--- config.mk ---
export PLATFORM = sky130hd
export DESIGN_NAME = esm_issue_scheduler
export DESIGN_NICKNAME = d
export VERILOG_FILES = /design/src/rtl/esm_issue_scheduler.sv
export SDC_FILE = /design/constraint.sdc
export NUM_CORES = 1
export LEC_CHECK = 0
export CORE_ASPECT_RATIO = 1.2
export CORE_MARGIN = 4
export CORE_UTILIZATION = 55
export DETAILED_ROUTE_END_ITERATION = 10
export PLACE_DENSITY = 0.84
export SLEW_MARGIN = 40
export SYNTH_ARGS = -nofsm -noshare
export SYNTH_HDL_FRONTEND = slang
export SYNTH_SLANG_ARGS = --single-unit
export TNS_END_PERCENT = 100
--- constraint.sdc ---
create_clock -name clk -period 12.5 [get_ports clk]
set_input_delay 2.5 -clock clk [delete_from_list [all_inputs] [get_ports clk]]
set_output_delay 2.5 -clock clk [all_outputs]
set_load 0.005 [all_outputs]
--- src/rtl/esm_issue_scheduler.sv ---
// esm_issue_scheduler
// Slot allocator and round-robin issue arbiter for the ESM dependency-tracking
// core. It admits instructions into free buffer slots and reports each slot
// to the core through buffer_index. It stores the instruction words, grants
// one dependency-free slot per cycle to the issue port, and releases a slot
// when its execution completes.
//
// Ports
//   clk             rising-edge clock
//   rst             synchronous, active-low reset
//   in_valid        upstream offers Instr_in
//   in_ready        a slot is free this cycle
//   Instr_in        offered instruction word
//   alloc_fire      in_valid & in_ready; the core writes IRT/IDT this cycle
//   buffer_index    slot being allocated (meaningful when alloc_fire)
//   ready_positions dependency-free slot mask from the core
//   issue_valid     issue_index/issue_instr hold a granted slot
//   issue_ready     downstream accepts the issue
//   issue_index     granted slot
//   issue_instr     stored word of the granted slot
//   complete_valid  execution finished for complete_index
//   complete_index  slot to release
//   occupancy       number of valid slots
//   err             sticky protocol error (completion of a non-issued slot)
module esm_issue_scheduler #(
    parameter int Instr_word_size = 32,
    parameter int bs              = 16
) (
    input  logic                       clk,
    input  logic                       rst,
    input  logic                       in_valid,
    output logic                       in_ready,
    input  logic [Instr_word_size-1:0] Instr_in,
    output logic                       alloc_fire,
    output logic [$clog2(bs)-1:0]      buffer_index,
    input  logic [bs-1:0]              ready_positions,
    output logic                       issue_valid,
    input  logic                       issue_ready,
    output logic [$clog2(bs)-1:0]      issue_index,
    output logic [Instr_word_size-1:0] issue_instr,
    input  logic                       complete_valid,
    input  logic [$clog2(bs)-1:0]      complete_index,
    output logic [$clog2(bs):0]        occupancy,
    output logic                       err
);

    localparam int IW = $clog2(bs);
    localparam logic [IW:0] FULL_COUNT = (IW+1)'(bs);

    typedef logic [IW-1:0] idx_t;

    // Slot state: FREE (valid=0), WAIT (valid=1, issued=0), ISSUED (both 1).
    logic [bs-1:0]              valid;
    logic [bs-1:0]              issued;
    logic [Instr_word_size-1:0] mem [bs];
    idx_t                       rr;

    logic                       free_found;
    logic [bs-1:0]              presented;
    logic [bs-1:0]              cand;
    logic                       arb_en;
    logic                       grant_found;
    idx_t                       grant_idx;
    idx_t                       probe;
    logic                       comp_legal;

    // Lowest-numbered FREE slot, taken from registered state only, so a slot
    // released this cycle is never handed out before the next one.
    // NOTE: every signal driven here gets a default before the loop; a path
    // that leaves one unassigned would infer a latch.
    always_comb begin
        free_found   = 1'b0;
        buffer_index = '0;
        for (int i = 0; i < bs; i++) begin
            if (!free_found && !valid[i]) begin
                free_found   = 1'b1;
                buffer_index = idx_t'(i);
            end
        end
    end

    assign in_ready   = (occupancy < FULL_COUNT);
    assign alloc_fire = in_valid & in_ready;

    // The slot sitting on the issue port is already ISSUED; masking it keeps
    // it out of arbitration even if the core still reports it ready.
    assign presented = issue_valid ? (bs'(1) << issue_index) : '0;
    assign cand      = valid & ~issued & ready_positions & ~presented;
    assign arb_en    = ~issue_valid | issue_ready;

    // Round-robin search: first candidate at or after rr, wrapping modulo bs
    // (the W-bit add wraps naturally because bs is a power of two).
    always_comb begin
        grant_found = 1'b0;
        grant_idx   = '0;
        probe       = '0;
        for (int i = 0; i < bs; i++) begin
            probe = rr + idx_t'(i);
            if (!grant_found && cand[probe]) begin
                grant_found = 1'b1;
                grant_idx   = probe;
            end
        end
    end

    assign comp_legal = complete_valid & valid[complete_index] & issued[complete_index];

    // NOTE: the instruction store is deliberately not reset; a slot's word is
    // only ever read after the allocation that wrote it, and leaving it out of
    // reset lets it map onto plain RAM.
    always_ff @(posedge clk) begin
        if (alloc_fire) begin
            mem[buffer_index] <= Instr_in;
        end
    end

    // NOTE: all state below uses non-blocking assignments so every update in
    // this block sees the pre-edge values, regardless of statement order.
    always_ff @(posedge clk) begin
        if (!rst) begin
            valid       <= '0;
            issued      <= '0;
            rr          <= '0;
            issue_valid <= 1'b0;
            issue_index <= '0;
            issue_instr <= '0;
            occupancy   <= '0;
            err         <= 1'b0;
        end else begin
            // Allocation, completion and grant always target distinct slots:
            // allocation picks a FREE slot, a legal completion an ISSUED one,
            // and the grant a WAIT one.
            if (alloc_fire) begin
                valid[buffer_index]  <= 1'b1;
                issued[buffer_index] <= 1'b0;
            end

            if (comp_legal) begin
                valid[complete_index]  <= 1'b0;
                issued[complete_index] <= 1'b0;
            end else if (complete_valid) begin
                err <= 1'b1;
            end

            if (arb_en) begin
                if (grant_found) begin
                    issue_valid       <= 1'b1;
                    issue_index       <= grant_idx;
                    issue_instr       <= mem[grant_idx];
                    issued[grant_idx] <= 1'b1;
                    rr                <= grant_idx + idx_t'(1);
                end else begin
                    issue_valid <= 1'b0;
                end
            end

            case ({alloc_fire, comp_legal})
                2'b10:   occupancy <= occupancy + 1'b1;
                2'b01:   occupancy <= occupancy - 1'b1;
                default: occupancy <= occupancy;
            endcase
        end
    end

endmodule

==> impl_metrics.tcl <==
set metrics [dict create \
    wirelength_mm 72.4 \
    stdcell_area_um2 29400 \
    fin_cells 2776 \
    wire_per_inst_um 26.1 \
    crit_fanout 31 \
    overflow 0 \
    dp_slack_ns 4.21 \
    crit_family "compound AO/OA/AOI/OAI gates" \
    first_pass_iters 6 \
    synth_top_area_cell "edfxtp_1" \
    drc 0 \
    critical_path_arrival_ns 8.42 \
    maxCapViolCount 0 \
    synthFlopType "edfxtp_1" \
    vias 18500 \
    slew_violations 0 \
    hpwl_mm 41.6 \
    placed_area_um2 27800 \
    cp-end-kind "flip-flop" \
    hold_buffers 0 \
    cts_resized 0 \
    final_nets 2184 \
    tightest_slew_ns 0.896 \
    num_io_pins 106 \
    numCtsBuffers 50 \
    clock_latency_ns 0.59 \
    hold_path.class "flip-flop to flip-flop" \
    outcome "finished clean" \
    core-area_um2 46900 \
    crit_type "primary input to flip-flop" \
    reg2reg_from "rr[0]" \
    startpoint_type "primary input" \
    place.port_buffers 105 \
    synth_simple_gate_area_share 0.118 \
    yosys.area_share.xor_xnor 0.00700 \
    placedCellCount 2682 \
    synth_edf_count 512 \
    async_flop_share 0 \
    tns_ns 0 \
    grt_pass1_vias 18500 \
    synth_seq_cells 591 \
    yosys.area_share.adder 0.00796 \
    period_needed_ns 7.92 \
    avgSynthCellArea_um2 12.7 \
    synth_top_family_by_area "compound AO/OA/AOI/OAI gates" \
    required_ns 13.00 \
    post_cts_buffers 0 \
    grt_usage 0.279 \
    syn-num-nets 2120 \
    crit_end "issue_instr[27]" \
    path_buf_inv 2 \
    synth_compound_area_frac 0.132 \
    hold_viol_final 0 \
    vias_per_cell 6.65 \
    rsz0062_at_grt "no" \
    syn-cell-area_um2 26100 \
    synth.area.top_cells "edfxtp_1 59%, dfxtp_1 6.1%, nand2_1 4.4%" \
    path_cells "clkdlybuf4s50_1, nand2_1, a2111oi_0, or4_1, nand4_1, o21ai_1, a21oi_1, a21o_1, a211o_1, a32oi_4, and2_4, inv_2, nand2_1, o22ai_1, a2111o_1, o22ai_1" \
    clockBufferDepth 3 \
    relSlewSlack 0.403 \
    antenna_left 0 \
    die_y_um 247 \
    fin_worst_skew_ns 0.0223 \
    setup_ws_ns 4.58 \
    fmax_ghz 0.126 \
    yosysWarnings 0 \
    period_share 0.634 \
    ys_types 94 \
    cp-startpoint "ready_positions[9]" \
    r2r_slack_ns 5.77 \
    grt_pass1_wl_mm 109 \
    drive_above_1_share 0.106 \
    path_clk_slew_ns 0.07 \
    n_antenna_cell 0 \
    n_fill_cell 3302 \
    synth_top_cell_area_share 0.589 \
    initial_core_util 0.556 \
    reg2reg_to "issue_instr[27]" \
    die_w_um 207 \
    htree_levels 2 \
    crit_cells 16 \
    syn_to_final_growth_pct 12.9 \
    finalSetupViolations 0 \
    gp_congestion 0.938 \
    crit_path_top_delay_cell "nand2_1" \
    worstRegToRegCells 17 \
    num_rows 87 \
    critPathMaxStageDelay_ns 0.72 \
    drtIter0Drc 2364 \
    root_buffer "clkbuf_16" \
    ys_seq_area_frac 0.650 \
    cts.sinks 591 \
    fp.dieArea_um2 51000 \
    synthMuxAreaShare 0.0598 \
    grt_max_degree 141 \
    postSynthCellCount 2047 \
    antenna_found_initial 3 \
    cts_tree "yes" \
]
layout by cell type (no fill, tap or decap), types with 24 or more instances in the layout:
| cell type | instances |
|---|---|
| a21o_1 | 24 |
| a21oi_1 | 62 |
| o22ai_1 | 47 |
| nand3_1 | 113 |
| nor2_1 | 37 |
| dfxtp_1 | 78 |
| a211o_1 | 38 |
| o21ai_0 | 99 |
| clkbuf_16 | 50 |
| edfxtp_1 | 512 |
| mux2i_1 | 70 |
| nand2_1 | 304 |
| buf_4 | 30 |
| mux2_2 | 39 |
| a31oi_1 | 45 |
| clkdlybuf4s50_1 | 104 |
worst min-delay path by stage:
| stage | startpoint | end | slack [ns] | cells past startpoint |
|---|---|---|---|---|
| 2_1_floorplan | err | err | 0.46 | 1 |
| 3_3_place_gp | err | err | 0.48 | 1 |
| 3_5_place_dp | err | err | 0.46 | 1 |
| 4_1_cts | err | err | 0.48 | 1 |
| 5_1_grt | err | err | 0.49 | 1 |
| 6_report | err | err | 0.47 | 1 |
worst reg2reg max path, delay by kind of cell, from the launching register on:
| family | cells | cell delay, ns |
|---|---|---|
| flip-flops | 1 | 0.33 |
| buffers and inverters | 4 | 1.55 |
| AO/OA/AOI/OAI | 5 | 1.56 |
| AND/OR/NAND/NOR | 6 | 2.01 |
| adder cells (fa/ha/maj) | 1 | 0.73 |
| multiplexers | 1 | 0.49 |
metrics by stage:
step,util,hold slack (ns)
after CTS,0.627,0.477
final,0.627,0.474
after global placement,0.591,0.476
after global routing,0.627,0.486
after floorplan,-,0.464
after detailed placement,0.593,0.463
cells by family (layout without fill, tap and decap cells):
kind of cell,Yosys count,after routing
simple gates,641,641
flops,591,591
compound gates,494,494
buf+inv,151,257
mux,134,134
xor+xnor,20,20
fa+ha+maj,16,16
layout make-up:
class | instances | area (um2) | area share
Timing Repair Buffer | 140 | 1350 | 0.0458
Multi-Input combinational cell | 1305 | 8650 | 0.294
Clock inverter | 23 | 220 | 0.00748
Clock buffer | 71 | 1390 | 0.0472
Sequential cell | 591 | 17000 | 0.576
Tap cell | 623 | 779 | 0.0265
Inverter | 23 | 98.8 | 0.00336
flip-flops by register name (all words and copies together), names as in the netlist:
register / count
err: 1
issue_index: 4
issue_instr: 32
issue_valid: 1
issued: 16
mem: 512
occupancy: 5
rr: 4
valid: 16
cells in the mapped netlist, types with 8 or more instances:
cell type	instances
o22ai_1	47
inv_1	21
or3_1	10
dfxtp_1	79
a21oi_1	62
a22o_1	20
xnor2_1	12
o21ai_0	100
nand2b_1	14
a211o_1	38
a21o_1	24
nor2_1	58
a32oi_1	10
ha_1	15
nand4_1	16
nor3_1	20
and2_1	23
or2_2	9
a211oi_1	8
a2111o_1	12
and3_1	11
a31oi_1	45
o211a_1	10
mux2_2	39
mux4_2	12
buf_2	30
o211ai_1	23
a31o_2	12
nand2_1	305
o21ai_1	9
mux2i_1	70
edfxtp_1	512
a21boi_0	18
nand3_1	113
mux2_1	12
buf_4	10
and4_1	9
clkbuf_1	77
routing by layer:
layer / part of all wire / wire, um / vias up / global-route usage
met1: 0.36 / 25800 / 8969 / 0.358
met2: 0.49 / 35700 / 1205 / 0.467
met5: 0.00053 / 38 / - / 0
met4: 0.054 / 3930 / 6 / 0.139
met3: 0.095 / 6860 / 273 / 0.0395
li1: - / - / 8008 / -
Power is left out: the tool's default activity adds up to more than one toggle a clock period on the data nets, which glitch-free logic cannot reach.
